File: config.mk
export PLATFORM = sky130hd
export DESIGN_NAME = enqueue_agent
export DESIGN_NICKNAME = d
export VERILOG_FILES = /design/src/rtl/enqueue_agent.sv
export SDC_FILE = /design/constraint.sdc
export NUM_CORES = 1
export LEC_CHECK = 0
export CAP_MARGIN = 40
export CORE_UTILIZATION = 16
export CTS_BUF_LIST = sky130_fd_sc_hd__clkbuf_8
export CTS_CLUSTER_SIZE = 20
export DETAILED_ROUTE_END_ITERATION = 16
export PLACE_DENSITY = 0.78
export SYNTH_ARGS = -nofsm -noshare
export SYNTH_HDL_FRONTEND = slang
export SYNTH_SLANG_ARGS = --single-unit
File: constraint.sdc
create_clock -name axis_aclk -period 1.2 [get_ports axis_aclk]
set_clock_uncertainty 0.2 [all_clocks]
set_input_delay 0.12 -clock axis_aclk [delete_from_list [all_inputs] [get_ports axis_aclk]]
set_output_delay 0.12 -clock axis_aclk [all_outputs]
set_load 0.03 [all_outputs]
File: src/rtl/enqueue_agent.sv
// Enqueue agent: per-beat port selection for the buffer bank and PIFO calendars.
// Latency: enables are registered, one cycle after the accepted beat.
// Backpressure: none; tready is held high after reset, and full ports drop the packet.
module enqueue_agent #(
  parameter int PORT_NUM    = 5,
  parameter int TUSER_WIDTH = 128,
  parameter int DST_LSB     = 24
) (
  input  logic                   axis_aclk,
  input  logic                   axis_resetn,
  output logic                   s_axis_tready,
  input  logic                   s_axis_tvalid,
  input  logic [TUSER_WIDTH-1:0] s_axis_tuser,
  input  logic                   s_axis_tlast,
  input  logic                   s_axis_tlast_f1,
  input  logic                   s_axis_tpifo_valid,
  input  logic [PORT_NUM-1:0]    s_axis_buffer_almost_full,
  input  logic [PORT_NUM-1:0]    s_axis_pifo_full,
  output logic                   m_axis_valid,
  output logic [PORT_NUM-1:0]    m_axis_ctl_pifo_in_en,
  output logic [PORT_NUM-1:0]    m_axis_ctl_buffer_wr_en
);

  // Only the destination field of tuser matters here; the rest is folded into
  // a sink so the unused metadata bits stay visibly intentional.
  logic unused_tuser;
  assign unused_tuser = ^s_axis_tuser;

  logic                beat_acc;
  logic [PORT_NUM-1:0] dst;
  logic [PORT_NUM-1:0] fresh_mask;
  logic [PORT_NUM-1:0] held_mask;
  logic [PORT_NUM-1:0] beat_mask;
  logic                pifo_insert;

  assign beat_acc = s_axis_tvalid & s_axis_tready;
  assign dst      = s_axis_tuser[DST_LSB +: PORT_NUM];

  // Port mask for the current beat: the first beat samples the full flags,
  // later beats reuse the mask captured then so a packet is never truncated.
  always_comb begin
    fresh_mask  = dst & ~s_axis_buffer_almost_full
                      & ~({PORT_NUM{s_axis_tpifo_valid}} & s_axis_pifo_full);
    beat_mask   = s_axis_tlast_f1 ? fresh_mask : held_mask;
    pifo_insert = beat_acc & s_axis_tlast_f1 & s_axis_tpifo_valid;
  end

  // Ready comes up on the first edge after reset release and never drops.
  always_ff @(posedge axis_aclk or negedge axis_resetn) begin
    if (!axis_resetn) s_axis_tready <= 1'b0;
    else              s_axis_tready <= 1'b1;
  end

  // Hold the packet's mask across its beats; the last beat clears it so a
  // stray continuation beat (e.g. after reset mid-packet) writes nowhere.
  always_ff @(posedge axis_aclk or negedge axis_resetn) begin
    if (!axis_resetn) begin
      held_mask <= '0;
    end else if (beat_acc) begin
      held_mask <= s_axis_tlast ? '0 : beat_mask;
    end
  end

  // Registered enables: one pulse per accepted beat, PIFO insert only on the
  // first beat of a packet that carries rank metadata.
  always_ff @(posedge axis_aclk or negedge axis_resetn) begin
    if (!axis_resetn) begin
      m_axis_valid            <= 1'b0;
      m_axis_ctl_buffer_wr_en <= '0;
      m_axis_ctl_pifo_in_en   <= '0;
    end else begin
      m_axis_valid            <= beat_acc;
      m_axis_ctl_buffer_wr_en <= beat_acc ? beat_mask : '0;
      m_axis_ctl_pifo_in_en   <= pifo_insert ? fresh_mask : '0;
    end
  end

endmodule

# --- After elaboration in Yosys (flattened, before gate mapping) ---
# Cells that the tools add are included.
word_totals:
  regBits: 17
  elab_cells: 17
classes:
  mux: 4
  bitwise: 8
ops:
  columns: ["op", "n"]
  rows:
  - ["5-bit two-way mux", 4]
  - ["5-bit AND", 3]
  - ["5-bit inverter", 2]
  - ["1-bit AND", 3]

# --- Longest topological paths before layout ---
depth:
  depth_word: 5
  depth_mapped: 4
  mapped_depth_nobuf: 3

# --- Worst setup path after synthesis ---
# No wires, ideal clock.
synth_path:
  path_kind: "register to register"
  from: "register s_axis_tready"
  to: "register m_axis_ctl_pifo_in_en[0]"
  arrival_time_ps: 1078
  t_required_ps: 900
  stages_incl_launch_ff: 4
  setup_ps: 100
  n_path_buf: 0
  slack_ps: -178
  synth_period_minus_slack_ps: 1378
  path_cell_list: "dfrtp_1 and3_4 nand2_4 nor4bb_1"
synth_between:
  elab_chain_cells: 4
synth_lines:
  columns: ["item", "line", "rtl"]
  rows:
  - ["start, declared", "11", "output logic s_axis_tready,"]
  - ["start signal, assigned", "50", "if (!axis_resetn) s_axis_tready <= 1'b0;"]
  - ["start signal, assigned", "51", "else s_axis_tready <= 1'b1;"]
  - ["1-bit AND", "36", "assign beat_acc = s_axis_tvalid & s_axis_tready;"]
  - ["1-bit AND (2 in a row)", "45", "pifo_insert = beat_acc & s_axis_tlast_f1 & s_axis_tpifo_valid;"]
  - ["5-bit two-way mux", "74", "m_axis_ctl_pifo_in_en <= pifo_insert ? fresh_mask : '0;"]
  - ["end signal, assigned", "74", null]
  - ["end, declared", "20", "output logic [PORT_NUM-1:0] m_axis_ctl_pifo_in_en,"]
# No other way between the ends.
# A chain may end at the register's enable or synchronous reset.

# --- Worst setup path in the final report ---
layout_path:
  from: "register s_axis_tready"
  to: "output port s_axis_tready"
# No word-level cell between the ends.

==> flow_metrics.tcl <==
set metrics [dict create \
    crit_arrival_ns 0.93 \
    root_buffer "clkbuf_8" \
    drv_slew 0 \
    cts_buffer_depth 2 \
    die_x_um 67.6 \
    status "finished, violations left" \
    layout.nets 249 \
    fin_ws_ns -0.0507 \
    path_cells "buf_4, buf_6" \
    grt_antenna_before_repair 0 \
    grt_use_total_pct 9.11 \
    start_kind "flip-flop" \
    fmax_mhz 800 \
    cts_buffers 3 \
    hpwlAfterDp_um 1480 \
    synth_top_area_share_pct 61.8 \
    ys_types 17 \
    synthCells 61 \
    die_h_um 67.6 \
    r2r-start "s_axis_tready" \
    portBuffers 32 \
    postRouteAntennaNets 0 \
    multi_input_area_sq_um 285 \
    drc 0 \
    clkLatencyLatePin_ns 0.25 \
    drtIter0Drc 25 \
    via_per_inst 3.91 \
    clk_pin_slew_worst_paths_ns 0.07 \
    power.density_nw_per_um2 1020 \
    endpoint_kind "output port" \
    ys_warn_count 0 \
    finalSetupViolCount 10 \
    pin_count 156 \
    peakVddDrop_v 0.000275 \
    crit_family "flip-flops" \
    hold_ws_ns -0.00732 \
    cpPeakStageDelay_ns 0.41 \
    maxCapViolations 0 \
    hp-class "in2async" \
    cts_tree "done" \
    drive_gt1_share_pct 29.8 \
    ys_seq_elements 17 \
    cts.hold.buffers_added 0 \
    worstPathBufferInverterCount 2 \
    grt_pass1_wl_um 2870 \
    post-route-period-util_pct 104 \
    synth_seq_area_share_pct 61.8 \
    layoutNonFillerInstCount 154 \
    critical_path.startpoint "s_axis_tready" \
    wire_per_inst_um 12.0 \
    violations "hold timing, setup timing" \
    area_growth_pct 72.5 \
    synth.cell_area_sq_um 688 \
    grt_pass1_vias 598 \
    rows 23 \
    register_area_sq_um 427 \
    p_leak_nw 0.547 \
    gp_congestion 0.733 \
    dp.cells 149 \
    synth_area_leaders "dfrtp_1 (62%), o21ai_0 (5.8%), nand4b_1 (5.1%)" \
    cp_slowest_cell "dfrtp_2" \
    overflow 0 \
    dr_total_vias 602 \
    drt_first_pass_iters 4 \
    hold_viol 10 \
    crit_fanout 3 \
    netlist.top_cell.by_area "dfrtp_1" \
    grt_max_degree 18 \
    rsz0062_at_grt "yes" \
    diodes 0 \
    setup-tns-final_ns -0.284 \
    start_util_pct 17.0 \
    clock_sinks 17 \
    crit_type "reg2out" \
    die_area_sq_um 4570 \
    wl_um 1850 \
    worstPathRequired_ns 0.88 \
    core_area_sq_um 4060 \
    fillers 420 \
    h-tree-depth 1 \
    syn_nets 205 \
    min_period_ns 1.25 \
    syn_area_per_cell_sq_um 11.3 \
]
## state kept, by name, indices dropped and copies added (netlist names)
name and flops:
m_axis_ctl_buffer_wr_en 5, held_mask 5, s_axis_tready 1, m_axis_ctl_pifo_in_en 5, m_axis_valid 1
## kinds of logic after synthesis
group,after synthesis,share of synthesized area [%]
compound gates,15,11.5
buf+inv,2,1.09
flops,17,61.8
other cells,1,0.545
simple gates,26,25.1
## layer usage
metal | vias to the layer above | share of wire [%] | GRT usage, %
met5 | - | 0 | 0
met4 | 0 | 0.76 | 3.19
met3 | 2 | 7.8 | 4.56
met2 | 22 | 50 | 15.3
met1 | 276 | 42 | 9.72
li1 | 302 | - | -
## report_power, final
group	internal, mW	switching (mW)	total, mW	leakage (nW)
logic	0.107	0.0858	0.193	0.290
clock network	0.230	0.190	0.420	0.0255
registers	0.590	0.00767	0.598	0.231
## Yosys cell counts
| library cell | instances |
|---|---|
| dfrtp_1 | 17 |
| o21ai_0 | 8 |
| nand2_1 | 6 |
| nand2b_1 | 5 |
| o21ai_1 | 5 |
| nand4b_1 | 4 |
| nor2_1 | 3 |
| nor4bb_1 | 3 |
| nand3b_1 | 2 |
| and3_4 | 1 |
| clkbuf_1 | 1 |
| conb_1 | 1 |
| inv_1 | 1 |
| nand2_4 | 1 |
| nand3_1 | 1 |
| o22ai_1 | 1 |
| o31ai_1 | 1 |
## path summary, 6_finish.rpt
kind	slack, ns	end	cells past startpoint
max	-0.05	s_axis_tready	2
min	-0.007	m_axis_ctl_buffer_wr_en[1]	2
max reg2reg	-0.04	m_axis_ctl_buffer_wr_en[4]	4
min reg2reg	0.33	held_mask[3]	2
max in group asynchronous	0.60	s_axis_tready	2
min in group axis_aclk	0.14	held_mask[3]	3
## cell type report
cell class                      count  share of cell area (%)
Timing Repair Buffer               40                    30.6
Clock buffer                        3                    3.48
Tap cell                           50                    5.27
Sequential cell                    17                    35.9
Multi-Input combinational cell     42                    24.0
Inverter                            1                   0.316
Clock inverter                      1                   0.421
## through the flow
stage | util [%] | instance area [sq um] | worst slack (ns) | total power [mW]
floorplan | - | 691 | -0.0755 | 0.665
global placement | 27.2 | 1100 | -0.274 | 0.793
detailed placement | 27.2 | 1100 | -0.400 | 0.796
CTS | 28.9 | 1170 | -0.0654 | 1.22
global route | 29.3 | 1190 | -0.130 | 1.27
finish | 29.3 | 1190 | -0.0507 | 1.21
## layout by cell type, fill, tap and decap left out, drive strengths merged
| cell | synthesis | routed |
|---|---|---|
| buf | 0 | 20 |
| clkdlybuf4s50 | 0 | 17 |
| dfrtp | 17 | 17 |
| o21ai | 13 | 13 |
| nand2 | 7 | 7 |
| nand2b | 5 | 5 |
| nand4b | 4 | 4 |
| clkbuf | 1 | 3 |
| dlygate4sd2 | 0 | 3 |
| nor4bb | 3 | 3 |
| nor2 | 3 | 3 |
| nand3b | 2 | 2 |
| inv | 1 | 1 |
| nand3 | 1 | 1 |
| o22ai | 1 | 1 |
| and3 | 1 | 1 |
| o31ai | 1 | 1 |
| clkinv | 0 | 1 |
| conb | 1 | 1 |
## repair_timing
action | in CTS | in global routing
pin swaps | 0 | 1
endpoints found under the setup margin | 8 | 13
buffers inserted | 0 | 1
resized for setup | 7 | 4
cloned | 0 | 0
(Power assumes the default switching activity.)
==> RTL change (config.mk and constraints unchanged) <==
Make the reset (`axis_resetn`) synchronous in 3 clocked blocks.
--- a/src/rtl/enqueue_agent.sv
+++ b/src/rtl/enqueue_agent.sv
@@ -46,14 +46,14 @@
   end
 
   // Ready comes up on the first edge after reset release and never drops.
-  always_ff @(posedge axis_aclk or negedge axis_resetn) begin
+  always_ff @(posedge axis_aclk) begin
     if (!axis_resetn) s_axis_tready <= 1'b0;
     else              s_axis_tready <= 1'b1;
   end
 
   // Hold the packet's mask across its beats; the last beat clears it so a
   // stray continuation beat (e.g. after reset mid-packet) writes nowhere.
-  always_ff @(posedge axis_aclk or negedge axis_resetn) begin
+  always_ff @(posedge axis_aclk) begin
     if (!axis_resetn) begin
       held_mask <= '0;
     end else if (beat_acc) begin
@@ -63,7 +63,7 @@
 
   // Registered enables: one pulse per accepted beat, PIFO insert only on the
   // first beat of a packet that carries rank metadata.
-  always_ff @(posedge axis_aclk or negedge axis_resetn) begin
+  always_ff @(posedge axis_aclk) begin
     if (!axis_resetn) begin
       m_axis_valid            <= 1'b0;
       m_axis_ctl_buffer_wr_en <= '0;
Formal check against the unedited RTL: differs if axis_resetn is asserted again (counterexample within 4 cycles, from zero or initial values and one cycle with axis_resetn low); with axis_resetn held inactive, the same outputs for 10 cycles.
==> RTL change against the unedited design <==
The run ends with hold timing left; wire length down 17%; non-clock buffer count down 1; setup slack better by 0.081 ns; sequential cell count unchanged; final cell count up 2.6%; first-iteration DRC count down 80%; clock power up 1%; cell area down 8.6%; die area down 7.9%; register-to-register slack better by 0.07 ns; sequential power down 3.8%; area after synthesis down 8.2%; total power down 4.5%; critical endpoint is now held_mask[3]; largest cell class is now buffers.
==> RTL change: results (changes against the unedited design) <==
[run_status]
outcome=finished with violations
violations=hold timing

[synth]
ys_seq_area_frac=0.539  ; -0.0796
synth.area.top_cells=dfxtp_1, nor2b_1, a32oi_1
synth_ff_type=dfxtp_1
yosysUniqueCellTypes=13  ; -4

[critical_path]
cp_top_family=buffers and inverters
rrSetupSlack_ns=0.03  ; +0.07 ns
critPathMaxFanout=5  ; +2
reg2reg_from=s_axis_tready
max_stage_delay_ns=0.47  ; +0.06 ns

[pwr]
leakage_nw=0.439  ; -20%

[final_layout]
buf_share=0.323  ; +0.0174
regArea_um2=342  ; -20%

[global_routing]
use_met2=0.121  ; -0.0324
grt_usage=0.0771  ; -0.0139
met3_usage=0.0229  ; -0.0227

[sta]
hold_viol_final=1  ; -9
holdWs_ns=-0.00731  ; +0.0000100 ns

[clocking]
cts-resized-gates=0  ; -7

[detailed_routing]
wl_met1_um=734  ; -4.4%
route.met2.wl_um=667  ; -28%
dr_wl_met3_um=92  ; -36%
vias_per_cell=3.80  ; -2.9%
via_count=600  ; -0.33%

[min_path]
hold_path_class=in2reg

[placed_design]
pre_cts_ws_ns=-0.241  ; +0.159 ns

RTL change: worst max-delay path by stage:
stage | from | to | slack [ns] | depth (start not counted)
floorplan | s_axis_tready | held_mask[3] | 0.02 | 3
global placement | s_axis_tlast | held_mask[3] | -0.22 | 4
detailed placement | s_axis_tlast_f1 | held_mask[3] | -0.24 | 4
CTS | s_axis_tlast_f1 | held_mask[3] | 0.03 | 4
global route | s_axis_tready | held_mask[0] | -0.01 | 3
finish | s_axis_tlast | held_mask[3] | 0.03 | 4
RTL change: report_power, final:
part / total [mW] / switching (mW) / internal [mW] / leakage (nW)
combinational: 0.158 / 0.0629 / 0.0951 / 0.276
sequential: 0.575 / 0.00353 / 0.572 / 0.138
clock: 0.424 / 0.193 / 0.230 / 0.0255
total: 1.16 / 0.260 / 0.897 / 0.439
RTL change: kinds of logic after synthesis:
logic type	count (synthesis)	synth area share
and+or+nand+nor	38	0.327
AOI/OAI and AO/OA	11	0.121
DFF	17	0.539
buffers and inverters	2	0.0138
